===== src/rtl/in_port_pkg.sv =====
// -----------------------------------------------------------------------------
// in_port_pkg
// Shared constants and helpers for the two-digit switch input port.
// The digit widths, the clamp limit and the value width live here so the
// debounce block and the top level agree on them.
// -----------------------------------------------------------------------------
package in_port_pkg;

    // CPU read-bus width
    localparam int DATA_W  = 32;
    // Width of one BCD-style switch digit
    localparam int DIGIT_W = 4;
    // Largest legal decimal digit
    localparam logic [DIGIT_W-1:0] DIGIT_MAX = 4'd9;
    // Width of tens*10+units (0..99 fits in 7 bits)
    localparam int VALUE_W = 7;
    // Weight of the tens digit, already at value width
    localparam logic [VALUE_W-1:0] TEN_WEIGHT = 7'd10;

    // Limit a raw switch digit to the decimal range 0..9.
    function automatic logic [DIGIT_W-1:0] clamp_digit(input logic [DIGIT_W-1:0] d);
        logic [DIGIT_W-1:0] r;
        if (d > DIGIT_MAX) begin
            r = DIGIT_MAX;
        end else begin
            r = d;
        end
        return r;
    endfunction

    // Flag a raw switch digit that lies outside the decimal range.
    function automatic logic digit_over(input logic [DIGIT_W-1:0] d);
        return (d > DIGIT_MAX);
    endfunction

    // Combine two clamped digits into tens*10+units at value width.
    function automatic logic [VALUE_W-1:0] digits_to_value(
        input logic [DIGIT_W-1:0] ten_c,
        input logic [DIGIT_W-1:0] mod_c
    );
        logic [VALUE_W-1:0] ten_w;
        logic [VALUE_W-1:0] mod_w;
        ten_w = {3'b000, ten_c};
        mod_w = {3'b000, mod_c};
        return (ten_w * TEN_WEIGHT) + mod_w;
    endfunction

endpackage : in_port_pkg


===== src/rtl/in_port_debounce.sv =====
// -----------------------------------------------------------------------------
// in_port_debounce
// Two-flop synchroniser followed by a whole-vector debouncer. A new input
// pattern must stay unchanged for DEBOUNCE_CYCLES consecutive cycles before
// it is copied into the stable register. Any change of any bit restarts the
// count, so a glitch shorter than the window never reaches the output.
// -----------------------------------------------------------------------------
module in_port_debounce
    import in_port_pkg::*;
#(
    parameter int WIDTH           = 8,
    parameter int DEBOUNCE_CYCLES = 50000,
    localparam int CNT_W          = $clog2(DEBOUNCE_CYCLES + 1)
) (
    input  logic             clock,
    input  logic             resetn,
    input  logic [WIDTH-1:0] din,
    output logic [WIDTH-1:0] stable
);

    // Terminal count: the candidate has been seen DEBOUNCE_CYCLES times
    localparam logic [CNT_W-1:0] CNT_MAX = CNT_W'(DEBOUNCE_CYCLES - 1);
    localparam logic [CNT_W-1:0] CNT_ONE = CNT_W'(1);

    logic [WIDTH-1:0] sync1_q;
    logic [WIDTH-1:0] sync2_q;
    logic [WIDTH-1:0] cand_q;
    logic [WIDTH-1:0] cand_d;
    logic [CNT_W-1:0] cnt_q;
    logic [CNT_W-1:0] cnt_d;
    logic [WIDTH-1:0] stable_q;
    logic [WIDTH-1:0] stable_d;
    logic [WIDTH-1:0] raw_s;

    assign raw_s = sync2_q;

    // Synchroniser chain: brings the asynchronous switches into the clock domain
    always_ff @(posedge clock or negedge resetn) begin
        if (!resetn) begin
            sync1_q <= '0;
            sync2_q <= '0;
        end else begin
            sync1_q <= din;
            sync2_q <= sync1_q;
        end
    end

    // Debounce decision: restart on change, count while steady, then commit
    always_comb begin
        cand_d   = cand_q;
        cnt_d    = cnt_q;
        stable_d = stable_q;
        if (raw_s != cand_q) begin
            cand_d = raw_s;
            cnt_d  = '0;
        end else if (cnt_q < CNT_MAX) begin
            cnt_d = cnt_q + CNT_ONE;
        end else if (cand_q != stable_q) begin
            // counter is saturated here; it only restarts on a new change
            stable_d = cand_q;
        end else begin
            stable_d = stable_q;
        end
    end

    // Debounce state registers
    always_ff @(posedge clock or negedge resetn) begin
        if (!resetn) begin
            cand_q   <= '0;
            cnt_q    <= '0;
            stable_q <= '0;
        end else begin
            cand_q   <= cand_d;
            cnt_q    <= cnt_d;
            stable_q <= stable_d;
        end
    end

    assign stable = stable_q;

endmodule : in_port_debounce


===== src/rtl/in_port_sw.sv =====
// -----------------------------------------------------------------------------
// in_port_sw
// Two-digit switch input port for the CPU I/O bus. The tens and units switch
// groups are synchronised and debounced together, each digit is clamped to
// 0..9, and tens*10+units is presented zero-extended on data_out.
// data_valid flags an unread new value and is cleared by the rd_en strobe;
// a new value arriving together with a read keeps the flag set.
//
// Build option: define IN_PORT_IRQ_EN to add the irq output, a one-cycle
// pulse on the cycle after data_valid rises.
// -----------------------------------------------------------------------------
module in_port_sw
    import in_port_pkg::*;
#(
    parameter int DEBOUNCE_CYCLES = 50000
) (
    input  logic              clock,
    input  logic              resetn,
    input  logic [DIGIT_W-1:0] sw_ten,
    input  logic [DIGIT_W-1:0] sw_mod,
    input  logic              rd_en,
    output logic [DATA_W-1:0] data_out,
    output logic              data_valid,
    output logic              err_digit
`ifdef IN_PORT_IRQ_EN
    ,
    output logic              irq
`endif
);

    localparam int SW_W = 2 * DIGIT_W;

    logic [SW_W-1:0]    stable_s;
    logic [DIGIT_W-1:0] ten_s;
    logic [DIGIT_W-1:0] mod_s;
    logic [DIGIT_W-1:0] ten_c_s;
    logic [DIGIT_W-1:0] mod_c_s;
    logic [VALUE_W-1:0] value_s;
    logic               new_val_s;

    logic [DATA_W-1:0]  data_out_q;
    logic [DATA_W-1:0]  data_out_d;
    logic               data_valid_q;
    logic               data_valid_d;
    logic               err_digit_q;
    logic               err_digit_d;

    // Tens digit occupies the upper nibble of the debounced vector
    in_port_debounce #(
        .WIDTH           (SW_W),
        .DEBOUNCE_CYCLES (DEBOUNCE_CYCLES)
    ) u_debounce (
        .clock  (clock),
        .resetn (resetn),
        .din    ({sw_ten, sw_mod}),
        .stable (stable_s)
    );

    assign ten_s = stable_s[SW_W-1:DIGIT_W];
    assign mod_s = stable_s[DIGIT_W-1:0];

    // Conversion of the stable digits into the binary value and next outputs
    always_comb begin
        ten_c_s      = clamp_digit(ten_s);
        mod_c_s      = clamp_digit(mod_s);
        value_s      = digits_to_value(ten_c_s, mod_c_s);
        data_out_d   = {{(DATA_W - VALUE_W){1'b0}}, value_s};
        err_digit_d  = digit_over(ten_s) | digit_over(mod_s);
        // compare on the clamped value so out-of-range wiggles stay silent
        new_val_s    = (data_out_d != data_out_q);
        data_valid_d = data_valid_q;
        if (new_val_s) begin
            // a fresh value wins over a simultaneous read
            data_valid_d = 1'b1;
        end else if (rd_en) begin
            data_valid_d = 1'b0;
        end else begin
            data_valid_d = data_valid_q;
        end
    end

    // Output registers seen by the CPU bus
    always_ff @(posedge clock or negedge resetn) begin
        if (!resetn) begin
            data_out_q   <= '0;
            data_valid_q <= 1'b0;
            err_digit_q  <= 1'b0;
        end else begin
            data_out_q   <= data_out_d;
            data_valid_q <= data_valid_d;
            err_digit_q  <= err_digit_d;
        end
    end

    assign data_out   = data_out_q;
    assign data_valid = data_valid_q;
    assign err_digit  = err_digit_q;

`ifdef IN_PORT_IRQ_EN
    logic dv_prev_q;
    logic dv_prev_d;
    logic irq_q;
    logic irq_d;

    // Rising-edge detect on data_valid, one cycle behind the flag itself
    always_comb begin
        dv_prev_d = data_valid_q;
        irq_d     = data_valid_q & ~dv_prev_q;
    end

    // Interrupt pulse registers
    always_ff @(posedge clock or negedge resetn) begin
        if (!resetn) begin
            dv_prev_q <= 1'b0;
            irq_q     <= 1'b0;
        end else begin
            dv_prev_q <= dv_prev_d;
            irq_q     <= irq_d;
        end
    end

    assign irq = irq_q;
`endif

endmodule : in_port_sw


===== config.mk =====
export PLATFORM = sky130hd
export DESIGN_NAME = in_port_sw
export DESIGN_NICKNAME = d
export VERILOG_FILES = /design/src/rtl/in_port_pkg.sv /design/src/rtl/in_port_debounce.sv /design/src/rtl/in_port_sw.sv
export SDC_FILE = /design/constraint.sdc
export NUM_CORES = 1
export LEC_CHECK = 0
export BUFFER_PORTS_ARGS = -buffer_cell sky130_fd_sc_hd__buf_2
export CAP_MARGIN = 20
export CORE_MARGIN = 2
export CORE_UTILIZATION = 50
export DETAILED_ROUTE_END_ITERATION = 16
export GPL_ROUTABILITY_DRIVEN = 1
export PLACE_DENSITY = 0.75
export SYNTH_ARGS = -nofsm -noshare
export SYNTH_HDL_FRONTEND = slang
export SYNTH_SLANG_ARGS = --single-unit

===== constraint.sdc =====
create_clock -name clock -period 2.3 [get_ports clock]
set_input_delay 0.23 -clock clock [delete_from_list [all_inputs] [get_ports clock]]
set_output_delay 0.23 -clock clock [all_outputs]
set_load 0.02 [all_outputs]

==> results.py, run 1 <==
metrics = {
    "sta": {
        "rsz0062_at_grt": "no",
        "max_freq_mhz": 467,
        "maxSlewHeadroom_pct": 62.7,
        "setup_viol": 0,
        "tns_ns": 0,
        "post-route-period-util_pct": 93.0,
        "period_minus_slack_ns": 2.14,
        "tightest_slew_ns": 0.554,
        "hold_viol": 0,
        "drv_slew": 0,
        "finClkSkew_ns": 0.00920,
    },
    "synthesis": {
        "synth_top_area_share_pct": 52.2,
        "synth_edf_count": 0,
        "synth_cell_types": 33,
        "synth_ff_type": "dfrtp_1",
        "syn_avg_cell_area_sq_um": 11.0,
        "synth_area_leader_cell": "dfrtp_1",
        "synthArstFlopShare_pct": 100,
        "synth.top_cells.by_area": "dfrtp_1, buf_4, xor2_1",
        "synth_warnings": 0,
        "syn_area_sq_um": 2730,
        "ys_seq_area_share_pct": 52.2,
        "yosysMostFrequentCell": "dfrtp_1",
        "synth_common_cells": "dfrtp_1, buf_4, xor2_1, nor2_1, xnor2_1",
        "synth_seq_cells": 57,
        "synthCells": 248,
    },
    "setup_path": {
        "cp-end-kind": "register",
        "crit_arrival_ns": 2.36,
        "max_stage_delay_ns": 0.43,
        "crit_required_ns": 2.52,
        "critPathBufInv": 0,
        "path_class": "register to register",
        "worst_path_dominant_cell_family": "adder cells",
        "cpMaxStageDelayCell": "dfrtp_2",
        "setup.worst_path.start_class": "register",
        "cpMostUsedCell": "ha_1",
        "cp_max_fo": 4,
        "cp_cell_sequence": "nor2b_2, ha_1, ha_1, ha_4, nand2_1, a21oi_2, xor2_1, xnor2_1, nand3_1",
    },
    "global_routing": {
        "grt_pass1_vias": 1593,
        "grt_pass1_wl_mm": 7.27,
        "antenna_found_initial": 0,
        "track_usage_pct": 15.7,
        "grt_max_degree": 36,
        "overflow": 0,
    },
    "detailed_routing": {
        "routed_via_density": 4.82,
        "drc": 0,
        "drtIter0Drc": 112,
        "routed_wl_mm": 4.27,
        "routedWlPerCell_microns": 11.9,
        "ant_nets": 0,
        "drt-pass1-iter-count": 4,
        "vias": 1731,
    },
    "placement": {
        "place.gp.congestion": 0.775,
        "port-buffer-count": 19,
        "dp_hpwl_mm": 2.91,
    },
    "clock_tree": {
        "htree_levels": 3,
        "numCtsBuffers": 9,
        "cts.sinks": 57,
        "cts_buffer_depth": 2,
        "root_buffer": "clkbuf_8",
        "tritoncts": "done",
        "path_clk_slew_ns": 0.07,
        "insertion_delay_ns": 0.34,
    },
    "power": {
        "vdd_drop_max_mv": 0.501,
        "p_leak_nw": 1.52,
        "swShare_pct": 24.8,
        "p_int_mw": 1.56,
        "clock_power_share_pct": 45.4,
        "p_switching_mw": 0.515,
        "p_seq_share_pct": 50.1,
        "pwr-share-comb_pct": 4.5,
        "powerDensity_nw_per_um2": 650,
    },
    "outcome": {
        "status": "complete, no violations",
    },
    "floorplan": {
        "coreArea_sq_um": 5200,
        "dieHeight_microns": 77.9,
        "dieArea_sq_um": 6080,
        "die_x_microns": 77.9,
        "row_count": 26,
        "ioPinCount": 45,
        "start_util_pct": 52.5,
    },
    "layout": {
        "final_nets": 303,
        "fillers": 422,
        "area_delta_synth_final_pct": 16.8,
        "drive_gt1_share_pct": 23.5,
        "antenna_cells": 0,
        "final_core_util_pct": 61.3,
    },
    "job": {
        "drv_cap": 0,
    },
    "min_path": {
        "worstHoldPathType": "input port to register",
    },
}
==> per-layer routing <==
metal	GRT usage (%)	wire length, microns	part of all wire, %
met1	21.3	2050	48
met2	22.2	1900	44
met3	4.42	201	4.7
met4	10.0	122	2.9
met5	0	0	0
==> flip-flops by register name, indices dropped and copies added, names as in the netlist <==
name,count
u_debounce.cnt_q,16
u_debounce.sync1_q,8
err_digit,1
u_debounce.stable,8
data_out,7
u_debounce.cand_q,8
data_valid,1
u_debounce.raw_s,8
==> cell usage in the layout, fill, tap and decap left out, types with 2 or more instances in the layout <==
cell,instances
or3_1,2
nand4_1,3
nor4_1,5
xor2_1,20
clkbuf_8,9
buf_2,19
inv_1,3
mux2_2,8
and3_1,3
buf_4,13
nor3_1,13
o21ai_0,4
dfrtp_1,55
ha_1,5
inv_6,2
dlygate4sd3_1,9
conb_1,25
nor2_1,19
nand2_1,14
nor2b_1,2
xnor2_1,19
clkinvlp_4,3
dfrtp_2,2
nand2b_1,2
a21oi_1,5
a21oi_2,2
nand3_1,5
==> worst register-to-register path, stage by stage, from the launching register on <==
cell and delay (ns):
dfrtp_2 0.43, nor2b_2 0.16, ha_1 0.28, ha_1 0.23
ha_4 0.29, nand2_1 0.06, a21oi_2 0.12, xor2_1 0.21
xnor2_1 0.14, nand3_1 0.10
==> cell families after synthesis <==
family	share of synthesized area, %
flip-flops	52.2
buffers and inverters	9.43
XOR/XNOR	13.6
AO/OA/AOI/OAI	4.85
AND/OR/NAND/NOR	12.5
other	0.137
adder cells (fa/ha/maj)	3.94
multiplexers	3.30
==> path summary, 6_finish.rpt <==
kind	cells past startpoint	start	slack [ns]	end
max in group asynchronous	3	resetn	1.50	u_debounce.stable[5]
max reg2reg	9	u_debounce.stable[5]	0.16	data_valid
min in group asynchronous	3	resetn	0.42	u_debounce.cnt_q[6]
min	4	rd_en	0.33	data_valid
max	9	u_debounce.stable[5]	0.16	data_valid
min reg2reg	0	u_debounce.sync1_q[7]	0.35	u_debounce.raw_s[7]
==> layout make-up <==
class / count / area [sq um] / area share, %
flip-flops and latches: 57 / 1430 / 44.8
multi-input cells: 172 / 1180 / 36.9
repair buffers: 41 / 283 / 8.86
clock buffers: 9 / 124 / 3.88
well taps: 70 / 87.6 / 2.74
clock inverters: 7 / 78.8 / 2.47
inverters: 3 / 11.3 / 0.353
==> power groups by stage <==
stage | sequential [mW] | clock [mW] | combinational (mW)
3_5_place_dp | 1.06 | 0 | 0.0827
5_1_grt | 1.04 | 1.01 | 0.104
6_report | 1.04 | 0.942 | 0.0940
2_1_floorplan | 1.05 | 0 | 0.0872
3_3_place_gp | 1.06 | 0 | 0.0823
4_1_cts | 1.04 | 0.961 | 0.0947
==> repair_timing <==
action	in CTS	in global routing
setup endpoints to repair	0	1
endpoints found under the hold margin	65	0
setup buffers	0	3
hold buffers	9	0
resized for setup	0	11
==> through the flow <==
stage	hold WS [ns]	instance area [sq um]	instances	setup slack (ns)	total power, mW
6_report	0.327	3190	359	0.161	2.07
5_1_grt	0.359	3190	359	0.00771	2.16
4_1_cts	0.324	3130	356	0.0321	2.09
3_5_place_dp	0.237	2840	331	0.0608	1.14
3_3_place_gp	0.236	2840	331	0.121	1.14
2_1_floorplan	-0.0656	2820	272	0.0600	1.14
(Power assumes the default switching activity.)
==> inputs of run 2 (changes only) <==
Settings changed: PLACE_DENSITY 0.75 to 0.72.
Clock period 2.3 ns to 2.7 ns, I/O delays scaled along.
==> run 2 against run 1 <==
  * Cell count shrank 4.7%
  * Critical path type unchanged
  * Critical path depth is the same
  * Utilization shrank 3.2 points
  * Sequential cell count is the same
  * Highest routed layer unchanged
  * Clock power shrank 8.6%
==> results.py, run 2 (same netlist as run 1, synthesis figures left out) <==
metrics = {
    "floorplan": {
        "die_x_microns": 77.9,
        "ioPinCount": 45,
        "start_util_pct": 52.5,
        "row_count": 26,
        "coreArea_sq_um": 5200,
        "dieHeight_microns": 77.9,
        "dieArea_sq_um": 6080,
    },
    "layout": {
        "final_nets": 287,
        "largest-register": "u_debounce.cnt_q",
        "antenna_cells": 0,
        "stdcell_count": 342,
        "largest_reg_flops": 16,
        "final_area_sq_um": 3030,
        "area_delta_synth_final_pct": 10.7,
        "final_cell_mix": "dfrtp_1, conb_1, xor2_1",
        "drive_gt1_share_pct": 18.0,
        "final_common_cell": "dfrtp_1",
    },
    "outcome": {
        "status": "complete, no violations",
    },
    "job": {
        "drv_cap": 0,
    },
    "power": {
        "vdd_drop_max_mv": 0.448,
        "p_leak_nw": 1.47,
        "powerDensity_nw_per_um2": 601,
    },
    "global_routing": {
        "grt_max_degree": 24,
        "grt_pass1_wl_mm": 7.23,
        "overflow": 0,
        "antenna_found_initial": 0,
        "grt_pass1_vias": 1663,
        "track_usage_pct": 15.6,
    },
    "detailed_routing": {
        "routed_wl_mm": 4.09,
        "ant_nets": 0,
        "drt-pass1-iter-count": 4,
        "highest_layer": "met4",
        "drtIter0Drc": 65,
        "met2_length_mm": 1.84,
        "met1Wirelength_mm": 1.88,
        "drc": 0,
        "routed_via_density": 4.94,
        "routedWlPerCell_microns": 12.0,
        "wl_met3_microns": 267,
        "vias": 1688,
    },
    "setup_path": {
        "path_class": "register to register",
        "crit_arrival_ns": 2.65,
        "cp-end-kind": "register",
        "cp_max_fo": 9,
        "setup.worst_path.start_class": "register",
        "crit_required_ns": 2.92,
    },
    "sta": {
        "rsz0062_at_grt": "no",
        "period_minus_slack_ns": 2.43,
        "tns_ns": 0,
        "finClkSkew_ns": 0.0109,
        "setup_viol": 0,
        "hold_viol": 0,
        "setup_ws_ns": 0.268,
        "max_freq_mhz": 411,
        "drv_slew": 0,
        "post-route-period-util_pct": 90.1,
    },
    "placement": {
        "port-buffer-count": 19,
        "dp_cells": 326,
        "place.gp.congestion": 0.766,
        "dpl_cell_area_sq_um": 2800,
        "dp_slack_ns": 0.283,
        "dp_hpwl_mm": 2.88,
    },
    "clock_tree": {
        "cts.sinks": 57,
        "path_clk_slew_ns": 0.07,
        "htree_levels": 3,
        "cts_buffer_depth": 2,
        "cts-resized-gates": 0,
        "post_cts_buffers": 0,
        "root_buffer": "clkbuf_8",
        "cts_hold_buf": 1,
        "numCtsBuffers": 9,
        "tritoncts": "done",
        "insertion_delay_ns": 0.34,
    },
    "min_path": {
        "worstHoldPathType": "input port to register",
    },
}
[run 2: cell count changes in the layout (fill, tap and decap cells not counted), sizes merged]
cell and change:
bufinv +1, inv -2, buf -8, clkinvlp -1
clkbuf +1, dlygate4sd3 -8
[run 2: path summary, 6_finish.rpt]
kind / startpoint / to / slack (ns) / cells past startpoint
worst max-delay path: u_debounce.stable[7] / data_valid / 0.27 / 9
worst min-delay path: sw_mod[3] / u_debounce.sync1_q[3] / 0.04 / 1
max in group asynchronous: resetn / u_debounce.cand_q[2] / 1.61 / 3
worst max register to register: u_debounce.stable[7] / data_valid / 0.27 / 9
min in group asynchronous: resetn / u_debounce.stable[7] / 0.43 / 2
worst min register to register: u_debounce.sync1_q[3] / u_debounce.raw_s[3] / 0.35 / 0
[run 2: layout make-up]
type	count	area, sq um
inverters	3	11.3
flip-flops and latches	57	1430
well taps	70	87.6
fillers	460	2180
clock inverters	5	80.1
multi-input cells	172	1140
repair buffers	25	143
clock buffers	10	138
[run 2: worst max-delay path, stage by stage, from the launching register on]
cell	delay (ns)
dfrtp_1	0.47
nor2b_1	0.30
ha_1	0.30
ha_1	0.20
ha_1	0.33
nand2_1	0.07
a21oi_1	0.15
xor2_1	0.24
xnor2_1	0.15
nand3_1	0.09
[run 2: routing by layer]
layer | up-vias | track usage, %
met4 | 0 | 8.42
met5 | - | 0
met3 | 14 | 5.23
li1 | 809 | -
met1 | 805 | 19.2
met2 | 60 | 24.3
[run 2: metrics by stage]
stage	hold WS (ns)	total power [mW]	util (%)
after floorplan	-0.0256	0.972	-
after global placement	0.265	0.970	53.8
after detailed placement	0.267	0.972	53.8
after CTS	0.0195	1.85	58.1
after global routing	0.0238	1.89	58.1
final	0.0420	1.82	58.1
[run 2: where the power goes]
group	switching, mW	internal (mW)
sequential	0.0123	0.873
clock	0.324	0.537
combinational	0.0545	0.0160
==> inputs of run 3 (changes only) <==
Settings changed: BUFFER_PORTS_ARGS -buffer_cell sky130_fd_sc_hd__buf_2 to -buffer_cell sky130_fd_sc_hd__buf_4.
==> run 3 against run 2 <==
  * The run now ends with negative hold slack left
  * Total power up 1.8%
  * Via count is 0.59% higher
  * First-iteration DRC count grew 110%
  * Global-route usage is 0.53 points lower
  * Highest routed layer unchanged
  * Clock skew shrank 0.0044 ns
  * Critical path type unchanged
  * Register-to-register slack gained 0.05 ns
  * Clock power rose by 3.7%
  * Sequential share of layout area is 0.54 points lower
==> results.py, run 3 (same netlist as run 1, synthesis figures left out) <==
metrics = {
    "outcome": {
        "status": "finished, violations left",
        "violations": "negative hold slack",
    },
    "clock_tree": {
        "tritoncts": "done",
        "cts_buffer_depth": 2,
        "htree_levels": 3,
        "post_cts_buffers": 0,
        "root_buffer": "clkbuf_8",
        "cts-resized-gates": 0,
        "path_clk_slew_ns": 0.06,
        "cts.sinks": 57,
        "insertion_delay_ns": 0.32,
        "cts_hold_buf": 0,
        "numCtsBuffers": 9,
    },
    "sta": {
        "maxSlewHeadroom_pct": 54.1,
        "rsz0062_at_grt": "no",
        "setup_viol": 0,
        "hold_viol": 6,
        "hold_ws_ns": -0.00306,
        "drv_slew": 0,
        "tightest_slew_ns": 0.689,
        "post-route-period-util_pct": 88.4,
        "finClkSkew_ns": 0.00648,
        "period_minus_slack_ns": 2.39,
        "max_freq_mhz": 419,
        "tns_ns": 0,
    },
    "power": {
        "p_leak_nw": 1.47,
        "powerDensity_nw_per_um2": 604,
        "vdd_drop_max_mv": 0.392,
    },
    "placement": {
        "port-buffer-count": 19,
        "dp_hpwl_mm": 2.76,
        "place.gp.congestion": 0.750,
        "dpl_cell_area_sq_um": 2830,
        "dp_cells": 324,
    },
    "setup_path": {
        "cpMaxStageDelayCell": "dfrtp_1",
        "cpMostUsedCell": "ha_1",
        "r2r_start": "u_debounce.stable[7]",
        "setup.worst_path.start_class": "register",
        "cp_max_fo": 9,
        "cp_cell_sequence": "nor2b_1, ha_1, ha_1, ha_1, nand2_1, a21oi_1, xor2_1, xnor2_1, nand3_1",
        "crit_required_ns": 2.90,
        "cp-end-kind": "register",
        "crit_start": "u_debounce.stable[7]",
        "max_stage_delay_ns": 0.47,
        "crit_arrival_ns": 2.59,
        "path_class": "register to register",
    },
    "layout": {
        "antenna_cells": 0,
        "regArea_sq_um": 1430,
        "fillers": 430,
        "area_delta_synth_final_pct": 11.9,
        "multi_input_area_sq_um": 1140,
        "final_core_util_pct": 58.8,
        "stdcell_count": 340,
        "final_area_sq_um": 3060,
        "drive_gt1_share_pct": 17.4,
        "largest-register": "u_debounce.cnt_q",
        "final_nets": 284,
        "final_common_cell": "dfrtp_1",
        "final_cell_mix": "dfrtp_1, conb_1, buf_4",
        "largest_reg_flops": 16,
    },
    "floorplan": {
        "row_count": 26,
        "die_x_microns": 77.9,
        "ioPinCount": 45,
        "start_util_pct": 52.5,
        "dieHeight_microns": 77.9,
        "coreArea_sq_um": 5200,
        "dieArea_sq_um": 6080,
    },
    "detailed_routing": {
        "vias": 1698,
        "routedWlPerCell_microns": 11.9,
        "drtIter0Drc": 137,
        "ant_nets": 0,
        "drt-pass1-iter-count": 4,
        "drc": 0,
        "routed_via_density": 4.99,
        "routed_wl_mm": 4.05,
    },
    "global_routing": {
        "grt_max_degree": 58,
        "grt_pass1_wl_mm": 7.09,
        "track_usage_pct": 15.1,
        "grt_pass1_vias": 1619,
        "overflow": 0,
        "antenna_found_initial": 0,
    },
    "job": {
        "drv_cap": 0,
    },
    "min_path": {
        "worstHoldPathType": "input port to async pin",
    },
}
## run 3: layer usage
metal,track usage [%],vias up,part of all wire (%)
met4,9.65,0,2.4
li1,-,806,-
met5,0,-,0
met3,3.49,10,5.0
met1,19.5,832,47
met2,22.8,50,45
## run 3: cell type report
class / instances / area share, %
Inverter: 3 / 0.368
Clock buffer: 12 / 5.07
Tap cell: 70 / 2.86
Clock inverter: 4 / 2.45
Timing Repair Buffer: 22 / 5.40
Sequential cell: 57 / 46.6
Multi-Input combinational cell: 172 / 37.2
## run 3: final timing paths
kind,slack (ns),endpoint,depth (start not counted)
setup / recovery,0.31,data_valid,9
hold / removal,-0.003,u_debounce.cnt_q[4],1
setup reg to reg,0.31,data_valid,9
hold reg to reg,0.35,u_debounce.raw_s[1],0
max in group asynchronous,2.26,u_debounce.raw_s[4],1
min in group clock,0.05,u_debounce.sync1_q[7],1
## run 3: through the flow
stage / total power, mW / worst slack (ns)
detailed placement: 0.973 / 0.305
finish: 1.85 / 0.314
CTS: 1.87 / 0.290
global route: 1.92 / 0.0650
global placement: 0.972 / 0.391
floorplan: 0.972 / 0.460
## run 3: worst max-delay path, delay by kind of cell, from the launching register on
| family | cells | cell delay [ns] |
|---|---|---|
| AO/OA/AOI/OAI | 1 | 0.15 |
| XOR/XNOR | 2 | 0.38 |
| adder cells (fa/ha/maj) | 3 | 0.83 |
| flip-flops | 1 | 0.47 |
| AND/OR/NAND/NOR | 3 | 0.45 |
## run 3: report_power, final
part | switching (mW) | internal, mW | leakage (nW) | total (mW)
clock network | 0.323 | 0.570 | 0.109 | 0.893
registers | 0.0122 | 0.873 | 0.741 | 0.885
logic | 0.0537 | 0.0172 | 0.620 | 0.0709
total | 0.389 | 1.46 | 1.47 | 1.85
